<file path="config.mk">
export PLATFORM = sky130hd
export DESIGN_NAME = vblank_access_scheduler
export DESIGN_NICKNAME = d
export VERILOG_FILES = /design/src/rtl/vblank_access_scheduler_pkg.sv /design/src/rtl/vblank_access_scheduler_picker.sv /design/src/rtl/vblank_access_scheduler.sv
export SDC_FILE = /design/constraint.sdc
export NUM_CORES = 1
export LEC_CHECK = 0
export BUFFER_PORTS_ARGS = -buffer_cell sky130_fd_sc_hd__buf_4
export CAP_MARGIN = 20
export CORE_MARGIN = 2
export CORE_UTILIZATION = 25
export DETAILED_ROUTE_END_ITERATION = 10
export GPL_ROUTABILITY_DRIVEN = 1
export PLACE_DENSITY = 0.4
export REMOVE_ABC_BUFFERS = 1
export SLEW_MARGIN = 20
export SYNTH_ARGS = -nofsm -noshare
export SYNTH_HDL_FRONTEND = slang
export SYNTH_SLANG_ARGS = --single-unit
</file>
<file path="constraint.sdc">
create_clock -name CLK -period 4.76 [get_ports CLK]
set_clock_uncertainty 0.2 [all_clocks]
set_input_delay 0.476 -clock CLK [delete_from_list [all_inputs] [get_ports CLK]]
set_output_delay 0.476 -clock CLK [all_outputs]
set_load 0.01 [all_outputs]
</file>
<file path="src/rtl/vblank_access_scheduler_pkg.sv">
// Shared video-timing constants and scheduler state encoding.
// Latency: n/a (declarations only).
// Backpressure: n/a.
package vblank_access_scheduler_pkg;

    // 800x600 @ 60 Hz timing, shared with the video output stage.
    localparam logic [9:0]  V_VISIBLE_LINES  = 10'd600;
    localparam logic [9:0]  V_TOTAL_LINES    = 10'd628;
    localparam logic [10:0] H_VISIBLE_PIXELS = 11'd800;
    localparam logic [10:0] H_TOTAL_PIXELS   = 11'd1056;

    typedef enum logic [1:0] {
        ST_WAIT    = 2'd0,
        ST_ARB     = 2'd1,
        ST_GRANTED = 2'd2
    } sched_state_t;

endpackage

</file>
<file path="src/rtl/vblank_access_scheduler_picker.sv">
// Round-robin picker: first set bit of eligible at or after ptr, wrapping.
// Latency: purely combinational.
// Backpressure: none; ports are eligible, ptr in, one-hot winner and valid out.
module round_robin_picker #(
    parameter int N  = 4,
    parameter int PW = $clog2(N)
) (
    input  logic [N-1:0]  eligible,
    input  logic [PW-1:0] ptr,
    output logic [N-1:0]  winner,
    output logic          valid
);

    localparam int SW = PW + 1;

    logic [SW-1:0] sum;
    logic [PW-1:0] idx;
    logic          found;

    always_comb begin
        winner = '0;
        found  = 1'b0;
        sum    = '0;
        idx    = '0;
        for (int k = 0; k < N; k++) begin
            // ptr < N and k < N, so a single subtraction gives the modulo.
            sum = {1'b0, ptr} + SW'(k);
            if (sum >= SW'(N)) begin
                sum = sum - SW'(N);
            end
            idx = sum[PW-1:0];
            if (!found && eligible[idx]) begin
                winner[idx] = 1'b1;
                found       = 1'b1;
            end
        end
    end

    assign valid = |eligible;

endmodule

</file>
<file path="src/rtl/vblank_access_scheduler.sv">
// Grants exclusive game-state access, one requester at a time, only in vblank.
// Latency: WINDOW_OPEN lags Y_PIXEL by 1 cycle; GRANT follows ARB by 1 cycle.
// Backpressure: one grant per requester per frame; holder releases via DONE.
// Ports: CLK/RESET, Y_PIXEL/FRAME_START from video timing, REQ/DONE in,
//        GRANT/BUSY/WINDOW_OPEN/OVERRUN/MISSED registered out.
module vblank_access_scheduler
    import vblank_access_scheduler_pkg::*;
#(
    parameter int         NUM_REQ          = 4,
    parameter logic [9:0] VISIBLE_END_LINE = V_VISIBLE_LINES,
    parameter logic [9:0] FRAME_END_LINE   = V_TOTAL_LINES,
    parameter logic [9:0] GUARD_LINES      = 10'd2
) (
    input  logic               CLK,
    input  logic               RESET,
    input  logic [9:0]         Y_PIXEL,
    input  logic               FRAME_START,
    input  logic [NUM_REQ-1:0] REQ,
    input  logic [NUM_REQ-1:0] DONE,
    output logic [NUM_REQ-1:0] GRANT,
    output logic               BUSY,
    output logic               WINDOW_OPEN,
    output logic               OVERRUN,
    output logic [NUM_REQ-1:0] MISSED
);

    localparam int         PW         = $clog2(NUM_REQ);
    localparam logic [9:0] CLOSE_LINE = FRAME_END_LINE - GUARD_LINES;

    sched_state_t       state, state_nxt;
    logic [NUM_REQ-1:0] served, served_nxt, seen;
    logic [NUM_REQ-1:0] grant_nxt, eligible, winner;
    logic [PW-1:0]      ptr, ptr_inc;
    logic               win_vld, overrun_nxt, release_hit, window_nxt;

    assign eligible    = REQ & ~served;
    assign release_hit = |(DONE & GRANT);
    assign window_nxt  = (Y_PIXEL >= VISIBLE_END_LINE) && (Y_PIXEL < CLOSE_LINE);
    assign ptr_inc     = (ptr == PW'(NUM_REQ - 1)) ? '0 : ptr + 1'b1;

    round_robin_picker #(.N(NUM_REQ), .PW(PW)) u_picker (
        .eligible (eligible),
        .ptr      (ptr),
        .winner   (winner),
        .valid    (win_vld)
    );

    always_comb begin
        state_nxt   = state;
        grant_nxt   = GRANT;
        served_nxt  = served;
        overrun_nxt = 1'b0;
        case (state)
            ST_WAIT: begin
                if (WINDOW_OPEN) begin
                    state_nxt = ST_ARB;
                end
            end
            ST_ARB: begin
                if (!WINDOW_OPEN) begin
                    state_nxt = ST_WAIT;
                // No grant on the frame-start cycle: served is being cleared.
                end else if (win_vld && !FRAME_START) begin
                    grant_nxt  = winner;
                    served_nxt = served | winner;
                    state_nxt  = ST_GRANTED;
                end
            end
            ST_GRANTED: begin
                // A release on the closing edge wins over the revoke.
                if (release_hit) begin
                    grant_nxt = '0;
                    state_nxt = ST_ARB;
                end else if (!WINDOW_OPEN) begin
                    grant_nxt   = '0;
                    overrun_nxt = 1'b1;
                    state_nxt   = ST_WAIT;
                end
            end
            default: begin
                grant_nxt = '0;
                state_nxt = ST_WAIT;
            end
        endcase
        // Only reachable if the guard band is misconfigured.
        if (FRAME_START && state == ST_GRANTED) begin
            grant_nxt   = '0;
            overrun_nxt = 1'b1;
            state_nxt   = ST_WAIT;
        end
    end

    always_ff @(posedge CLK) begin
        if (RESET) begin
            state       <= ST_WAIT;
            GRANT       <= '0;
            BUSY        <= 1'b0;
            WINDOW_OPEN <= 1'b0;
            OVERRUN     <= 1'b0;
            MISSED      <= '0;
            served      <= '0;
            seen        <= '0;
            ptr         <= '0;
        end else begin
            state       <= state_nxt;
            GRANT       <= grant_nxt;
            BUSY        <= |grant_nxt;
            WINDOW_OPEN <= window_nxt;
            OVERRUN     <= overrun_nxt;
            if (FRAME_START) begin
                MISSED <= seen & ~served;
                served <= '0;
                seen   <= '0;
                ptr    <= ptr_inc;
            end else begin
                served <= served_nxt;
                seen   <= seen | (REQ & {NUM_REQ{WINDOW_OPEN}});
            end
        end
    end

endmodule

</file>
==> summary.md, run 1 <==
| Metric | Value |
|---|---|
| FP Rows | 26 |
| Detailed Routing Iterations Pass 1 | 4 |
| Clk_lat worst skew | around 260 ps |
| Port Buf Inserts | 30 |
| Post-synthesis cell area | roughly 1300 um^2 |
| Wirelength per Cell | 13.1 um |
| YS warnings | 0 |
| Outcome | completed |
| Core area | 5070 um^2 |
| CTS tree | built |
| # fillers | 560 |
| Gr usage total | 0.117 |
| Ys flop type | dfxtp_1 |
| Worst Max-Slew Pin Slew | approximately 600 ps |
| Hold Vio Cnt, Final | 0 |
| Routed WL | 3240 um |
| Critical path fanouts, max | 9 |
| Pin count of the biggest net entering global routing | 17 |
| Tot Pwr | ~0.00039 W |
| CTS Buf Count | 3 |
| RSZ-0062 raised after global routing | no |
| Hold_buf cts | 0 |
| Routability cong. | between 0.7 and 0.8 |
| Worst vdd rail ir drop | just over 0.0001 V |
| CP Launch Type | register |
| Most common cell after layout, fill and taps aside | buf_4 |
| Initial core utilization | 0.258 |
| Worst min path class | primary input to register |
| FMAX | ~350 MHz |
| FFs w/ async S/R, synth | 0 |
| Hpwl dp | 2570 um |
| Setup TNS | 0 ps |
| GRT Residual Overflow | 0 |
| Register area | 460 um^2 |
| CP required | between 4000 and 5000 ps |
| Number of flops mapped to enable cells by yosys | 0 |
| DR DRC count | 0 |
| H-tree depth | 1 |
| Most frequent cells in the layout | buf_4, dfxtp_1, a21oi_1, nor2_1, nand3_1 |
| Post-CTS sizing | 0 |
| Worst path max stage delay | between 500 and 600 ps |
| Tcrit/Tclk final | 0.598 |
| Slew headroom | 0.603 |
| Via-to-Cell Ratio | 4.75 |
| Fraction of layout cells with a size suffix above 1 | 0.281 |
| First-pass GRT wire length | between 5000 and 6000 um |
| Syn Inst Count | approximately 150 |
| Area of the multi-input gates | a little over 800 um^2 |
| Critical path capture point type | register |
| DRT iter0 DRCs | 72 |
| Root buf cell | clkbuf_8 |
| Vias in the first global route | approximately 1200 |
| Sink Count | 23 |
| Antenna-violating nets left | 0 |
| Height of the die | 76.3 um |
| Area growth, synth to finish | 26.2% |
| Die width | ~76 um |
| Postcts setup bufs | 0 |
| Die area | roughly 5800 um^2 |
| Cell chain of the critical path | inv_2 > ha_1 > or3_1 > a2111oi_2 > o21ai_0 > a31oi_2 > a21oi_2 > a41oi_2 |
| IO Pins | 32 |
| #FFs+latches synth | 23 |
| Nets | 208 |
| Seq/Total Area, Yosys | 0.352 |
| Critical path class | register to register |
| Arr. time, crit path | roughly 2800 ps |
| Fin crit period | around 2800 ps |
| Mean Syn Cell Area | around 8.8 um^2 |
| CP max-delay cell | dfxtp_1 |
| Diodes inserted | 0 |
| Setup-failing EPs final | 0 |
| Longest Clk Path Bufs | 2 |
| Via count | ~1200 |
| CTS clk-pin slew, worst paths | about 80 ps |
| Power per unit of standard cell area | between 200 and 250 nW/um^2 |
| Lkg Pwr | around 0.64 nW |
| Max-slew violation count | 0 |
| Initial antenna violation count | 0 |
| Synth cell types | between 40 and 50 |
| Number of max-cap violations | 0 |
## cells in the mapped netlist (all sizes together) (2+ instances only)
cell     n  area [um^2]
a21oi   19         98.9
nand3   12         60.1
a41oi    2         25.0
nand2    9         36.3
and3     3         25.0
mux4     2         45.0
inv      5         18.8
dfxtp   23          460
o21ai    3         15.0
or3      2         12.5
nand3b   3         22.5
a221o    2         20.0
a221oi   2         17.5
nor2b    5         31.3
nand2b   9         66.3
a21o     2         15.0
mux2i    2         20.0
ha       8          100
or2      2         12.5
a22o     3         26.3
clkbuf   4         15.0
a22oi    2         15.0
nor2    14         55.1
## registers in the layout (all words and copies together) (netlist names)
name and cells:
BUSY 1, GRANT 4, MISSED 4, OVERRUN 1, WINDOW_OPEN 1, ptr 2, seen 4, served 4
state 2
## area by class of cell
type                    instances  area share
flip-flops and latches         23       0.279
well taps                      70      0.0531
multi-input cells             116       0.493
clock buffers                   4      0.0273
repair buffers                 30       0.136
inverters                       5      0.0114
## critical path, delay by kind of cell (launching register included)
kind            cells  cell delay (ps)
compound gates      5             1060
fa+ha+maj           1              400
buf+inv             1              160
flops               1              540
simple gates        1              410
## per-stage QoR
stage                     setup WS, ps   util  hold WS, ps  std cells  instance area [um^2]
final                             1920  0.325          234        248                  1650
after global routing              1700  0.325          239        248                  1650
after CTS                         1890  0.325          233        248                  1650
after detailed placement          1940  0.316          258        244                  1610
after global placement            1940  0.316          251        244                  1610
after floorplan                   2280      -          237        144                  1290
## final timing paths
path | to | depth (start not counted) | start | slack [ps]
setup / recovery | BUSY | 8 | ptr[0] | 1920
hold / removal | WINDOW_OPEN | 2 | Y_PIXEL[6] | 230
setup reg to reg | BUSY | 8 | ptr[0] | 1920
hold reg to reg | MISSED[3] | 2 | MISSED[3] | 270
## where the power goes
group	internal, W	switching [W]	leakage [nW]	total (W)
sequential	0.000194	0.00000432	0.186	0.000198
combinational	0.0000342	0.0000375	0.436	0.0000716
clock	0.0000598	0.0000625	0.0228	0.000122
## logic make-up after synthesis
logic type,after synthesis,share of synthesized area
AO/OA/AOI/OAI,41,0.226
flip-flops,23,0.352
AND/OR/NAND/NOR,63,0.270
buffers and inverters,9,0.0258
multiplexers,4,0.0498
adder cells (fa/ha/maj),8,0.0766
## layer usage
metal  track usage  share of wire  vias up
li1              -              -      604
met1         0.156           0.48      540
met2         0.194           0.47       29
met3        0.0213          0.037        4
met4        0.0327          0.012        0
met5             0              0        -
No activity file was read; power rests on OpenSTA's default activity.
==> run 2, diff against run 1 <==
- PLACE_DENSITY: 0.4 -> 0.42
- clock period: 4.76 -> 2.4 ns (I/O delays scaled with it)
==> run 2 against run 1 <==
Power rose by 110%. Final area grew 7.1%. Core utilization rose by 2.3 points. Combinational power rose to 2.5 times the previous value. Routed wire length increased by 2.5%. Non-clock buffer count is 9 higher. Critical endpoint unchanged.
==> summary.md, run 2 (synthesis gave the netlist of run 1 again) <==
| Metric | Value |
|---|---|
| Outcome | completed |
| CP required | 2390 ps (-2360 ps) |
| Initial core utilization | 0.258 (unchanged) |
| Crit path from | ptr[1] |
| Fin crit period | 2340 ps (-508 ps) |
| Pin count of the biggest net entering global routing | 17 (unchanged) |
| IO Pins | 32 (unchanged) |
| Worst path buffer plus inverter count | 1 (unchanged) |
| Area growth, synth to finish | 35.2% |
| CTS clk-pin slew, worst paths | 80 ps (about the same) |
| Power per unit of standard cell area | 462 nW/um^2 (+94%) |
| Hold path depth | 3 (+1) |
| Routed WL | 3320 um (+2.5%) |
| Hold Path Origin | REQ[3] |
| Hold Path Sink | seen[3] |
| First-pass GRT wire length | 5470 um (-2.1%) |
| Final core occ | 0.348 (+0.0232) |
| FF-to-FF path depth | 8 (unchanged) |
| Via-to-Cell Ratio | 4.89 (+3.0%) |
| Detailed Routing Iterations Pass 1 | 4 (unchanged) |
| Height of the die | 76.3 um (unchanged) |
| CP delay by family, top | compound AO/OA/AOI/OAI gates |
| Number of max-cap violations | 0 (unchanged) |
| Lkg Pwr | 0.695 nW (+7.9%) |
| Wirelength per Cell | 12.9 um (-1.1%) |
| Pre-CTS WS | 7.05 ps (-1930 ps) |
| Vias in the first global route | 1147 (-1.6%) |
| Antenna-violating nets left | 0 (unchanged) |
| DR DRC count | 0 (unchanged) |
| Clk_lat worst skew | 270 ps (about the same) |
| Worst min path class | primary input to register |
| Root buf cell | clkbuf_8 |
| Longest Clk Path Bufs | 2 (unchanged) |
| Most frequent cells in the layout | buf_4, dfxtp_1, a21oi_1, nor2_1, nand3_1 |
| Design area | 1770 um^2 (+7.1%) |
| Dpl cell area | 1660 um^2 (+3.3%) |
| Final worst slack | 63.3 ps (-1850 ps) |
| Final std cells w/o fill | 257 (+3.6%) |
| H-tree depth | 1 (unchanged) |
| FMAX | 428 MHz (+22%) |
| Hpwl dp | 2540 um (-1.4%) |
| Core area | 5070 um^2 (unchanged) |
| Routability cong. | 0.920 (+18%) |
| Worst R2R Setup Slack | 60 ps (-1850 ps) |
| Tcrit/Tclk final | 0.974 (+0.376) |
| DRT iter0 DRCs | 49 (-32%) |
| CP Launch Type | register |
| FP Rows | 26 (unchanged) |
| Arr. time, crit path | 2330 ps (-510 ps) |
| Hold WS | 20.5 ps (-214 ps) |
| Slew headroom | 0.693 (+0.0901) |
| Critical path capture point type | register |
| Worst vdd rail ir drop | 0.000224 V (+120%) |
| Nets | 217 (+4.3%) |
| Max-slew violation count | 0 (unchanged) |
| CP max-delay cell | a2111oi_4 |
| Initial antenna violation count | 0 (unchanged) |
| Die width | 76.3 um (unchanged) |
| Critical path fanouts, max | 6 (-3) |
| Post-placement cell count | 251 (+2.9%) |
| Most common cell after layout, fill and taps aside | buf_4 |
| CTS tree | built |
| RR Endpoint | BUSY |
| RSZ-0062 raised after global routing | yes |
| Gr usage total | 0.112 (-0.00458) |
| Die area | 5820 um^2 (unchanged) |
| Fraction of layout cells with a size suffix above 1 | 0.358 (+0.0774) |
| GRT Residual Overflow | 0 (unchanged) |
| Cell chain of the critical path | inv_2 > ha_4 > or3_4 > a2111oi_4 > or2_4 > nand2_2 > a21o_1 > a41oi_2 |
| Hold Vio Cnt, Final | 0 (unchanged) |
| Worst Max-Slew Pin Slew | 461 ps (-135 ps) |
| Setup-failing EPs final | 0 (unchanged) |
| Sink Count | 23 (unchanged) |
| FF-to-FF Start | ptr[1] |
| Diodes inserted | 0 (unchanged) |
| Via count | 1256 (+6.7%) |
| Critical path class | register to register |
| CTS Buf Count | 3 (unchanged) |
| Port Buf Inserts | 30 (unchanged) |
| Worst path max stage delay | 410 ps (-130 ps) |
[run 2: changes by cell type in the layout (fill, tap and decap cells not counted), sizes merged]
cell / delta
buf: +8
clkbuf: -1
clkinv: +1
dlygate4sd3: +1
[run 2: layout make-up]
| cell class | instances | area, um^2 |
|---|---|---|
| repair buffers | 39 | 295 |
| inverters | 5 | 18.8 |
| clock inverters | 1 | 5.00 |
| flip-flops and latches | 23 | 463 |
| well taps | 70 | 87.6 |
| multi-input cells | 116 | 857 |
| clock buffers | 3 | 41.3 |
| fillers | 538 | 3310 |
[run 2: power breakdown]
part | internal [W] | switching (W) | leakage, nW
Combinational | 0.0000907 | 0.0000890 | 0.483
Clock | 0.000116 | 0.000132 | 0.0255
Sequential | 0.000385 | 0.00000253 | 0.186
[run 2: worst reg2reg max path: cells and delay by family, from the launching register on]
kind                       cells  cell delay, ps
AOI/OAI and AO/OA              3             800
and+or+nand+nor                3             620
buffers and inverters          1              50
DFF                            1             340
adders and majority gates      1             260
[run 2: stage by stage]
stage | total power [W] | TNS (ps)
final | 0.000816 | 0
after global routing | 0.000864 | -91.3
after CTS | 0.000819 | 0
after detailed placement | 0.000560 | 0
after global placement | 0.000556 | -4.12
after floorplan | 0.000489 | -127
[run 2: routing by layer]
layer,track usage,share of wire
met1,0.155,0.48
met2,0.177,0.46
met3,0.0225,0.054
met4,0.0327,0.0081
met5,0,0
[run 2: what timing repair did]
item                                    in CTS  in global routing
hold buffers                                 1                  0
buffers inserted                             0                  1
endpoints found under the hold margin        1                  0
endpoints found under the setup margin       2                  7
resized for setup                            2                  9
pin swaps                                    1                 11
[run 2: worst max-delay path by stage]
stage / cells after the start / endpoint
6_report: 8 / BUSY
5_1_grt: 8 / BUSY
2_1_floorplan: 8 / BUSY
4_1_cts: 8 / served[0]
3_3_place_gp: 8 / BUSY
3_5_place_dp: 8 / BUSY
==> run 3, diff against run 2 <==
- PLACE_DENSITY: 0.42 -> 0.4
- clock period: 2.4 -> 2.6 ns (I/O delays scaled with it)
==> run 3 against run 2 <==
First-iteration DRC count decreased by 20%. Global-route usage increased by 0.71 points. Power decreased by 11%. Hold slack about the same. Count of clock-buffer cells in the layout unchanged.
==> summary.md, run 3 (synthesis gave the netlist of run 1 again) <==
| Metric | Value |
|---|---|
| Antenna-violating nets left | 0 (unchanged) |
| Longest Clk Path Bufs | 2 (unchanged) |
| CP required | 2590 ps (+200 ps) |
| Diodes inserted | 0 (unchanged) |
| Hpwl dp | 2630 um (+3.6%) |
| DRT iter0 DRCs | 39 (-20%) |
| Worst min path class | primary input to register |
| Initial antenna violation count | 0 (unchanged) |
| Number of max-cap violations | 0 (unchanged) |
| Root buf cell | clkbuf_8 |
| Sink Count | 23 (unchanged) |
| Setup TNS | 0 ps (unchanged) |
| Routed WL | 3280 um (-1.1%) |
| Critical path fanouts, max | 3 (-3) |
| Initial core utilization | 0.258 (unchanged) |
| Lkg Pwr | 0.671 nW (-3.4%) |
| Wirelength per Cell | 13.0 um (+0.42%) |
| Design area | 1690 um^2 (-4.5%) |
| Height of the die | 76.3 um (unchanged) |
| IO Pins | 32 (unchanged) |
| Nets | 213 (-1.8%) |
| FMAX | 420 MHz (-1.8%) |
| Die width | 76.3 um (unchanged) |
| Post-CTS sizing | 0 (-2) |
| Critical path capture point type | register |
| Vias in the first global route | 1234 (+7.6%) |
| Arr. time, crit path | 2370 ps (+40 ps) |
| CTS Buf Count | 3 (unchanged) |
| Hold_buf cts | 0 (-1) |
| CTS tree | built |
| Via count | 1229 (-2.1%) |
| H-tree depth | 1 (unchanged) |
| First-pass GRT wire length | 5790 um (+5.8%) |
| Worst Max-Slew Pin Slew | 544 ps (+82.6 ps) |
| CTS clk-pin slew, worst paths | 90 ps (about the same) |
| Outcome | completed |
| Routability cong. | 0.832 (-9.6%) |
| Detailed Routing Iterations Pass 1 | 4 (unchanged) |
| Dpl cell area | 1640 um^2 (-0.91%) |
| Hold Vio Cnt, Final | 0 (unchanged) |
| GRT Residual Overflow | 0 (unchanged) |
| Slew headroom | 0.638 (-0.0551) |
| Fraction of layout cells with a size suffix above 1 | 0.306 (-0.0523) |
| Via-to-Cell Ratio | 4.86 (-0.60%) |
| Most frequent cells in the layout | buf_4, dfxtp_1, a21oi_1, nor2_1, nand3_1 |
| CP Launch Type | register |
| Worst vdd rail ir drop | 0.000271 V (+21%) |
| Clk_lat worst skew | 260 ps (about the same) |
| Critical path class | register to register |
| DR DRC count | 0 (unchanged) |
| Postcts setup bufs | 0 (unchanged) |
| RSZ-0062 raised after global routing | no |
| Register area | 460 um^2 (-0.54%) |
| Pin count of the biggest net entering global routing | 17 (unchanged) |
| Hold WS | 20.6 ps (+0.0989 ps) |
| Most common cell after layout, fill and taps aside | buf_4 |
| Power per unit of standard cell area | 431 nW/um^2 (-6.7%) |
| Tcrit/Tclk final | 0.915 (-0.0581) |
| Area growth, synth to finish | 29.2% |
| Port Buf Inserts | 30 (unchanged) |
| Max-slew violation count | 0 (unchanged) |
| Die area | 5820 um^2 (unchanged) |
| Area of the multi-input gates | 813 um^2 (-5.1%) |
| Fin crit period | 2380 ps (+43.5 ps) |
| Setup-failing EPs final | 0 (unchanged) |
| Core area | 5070 um^2 (unchanged) |
| FP Rows | 26 (unchanged) |
| Gr usage total | 0.119 (+0.00708) |
| # fillers | 564 (+4.8%) |
run 3: cell types whose count changed in the layout (fill, tap and decap cells not counted), sizes merged:
cell         previous run  this run
dlygate4sd3             1         0
buf                    38        35
run 3: area by class of cell:
type	instances	share of cell area
clock inverter	1	0.00296
multi-input combinational	116	0.481
clock buffer	3	0.0244
timing repair buffer	35	0.156
tap	70	0.0519
sequential	23	0.273
inverter	5	0.0111
run 3: where the power goes:
part	internal (W)	switching, W	leakage, nW
combinational	0.0000717	0.0000763	0.460
clock	0.000107	0.000115	0.0255
sequential	0.000355	0.00000240	0.186
run 3: worst max-delay path, stage by stage (launching register included):
cell	delay (ps)
dfxtp_1	350
inv_2	40
ha_1	290
or3_1	390
a2111oi_2	350
o21ai_0	170
a31oi_2	280
a21oi_2	60
a41oi_2	170
run 3: per-layer routing:
layer	global-route usage	part of all wire	up-vias
met1	0.158	0.48	585
met3	0.0249	0.036	2
met4	0.0273	0.0073	0
met5	0	0	-
met2	0.200	0.47	26
li1	-	-	616
run 3: stage by stage:
| step | util | cells | power (W) | worst slack, ps |
|---|---|---|---|---|
| after global placement | 0.324 | 249 | 0.000514 | 254 |
| after CTS | 0.333 | 253 | 0.000743 | 192 |
| after detailed placement | 0.324 | 249 | 0.000515 | 236 |
| after global routing | 0.333 | 253 | 0.000775 | 33.0 |
| final | 0.333 | 253 | 0.000727 | 220 |
| after floorplan | - | 144 | 0.000451 | 123 |
run 3: path summary, 6_finish.rpt:
path	from	endpoint	slack (ps)	depth (start not counted)
worst max-delay path	ptr[0]	BUSY	220	8
worst min-delay path	Y_PIXEL[6]	WINDOW_OPEN	20	2
worst max register to register	ptr[0]	BUSY	220	8
worst min register to register	MISSED[0]	MISSED[0]	270	2
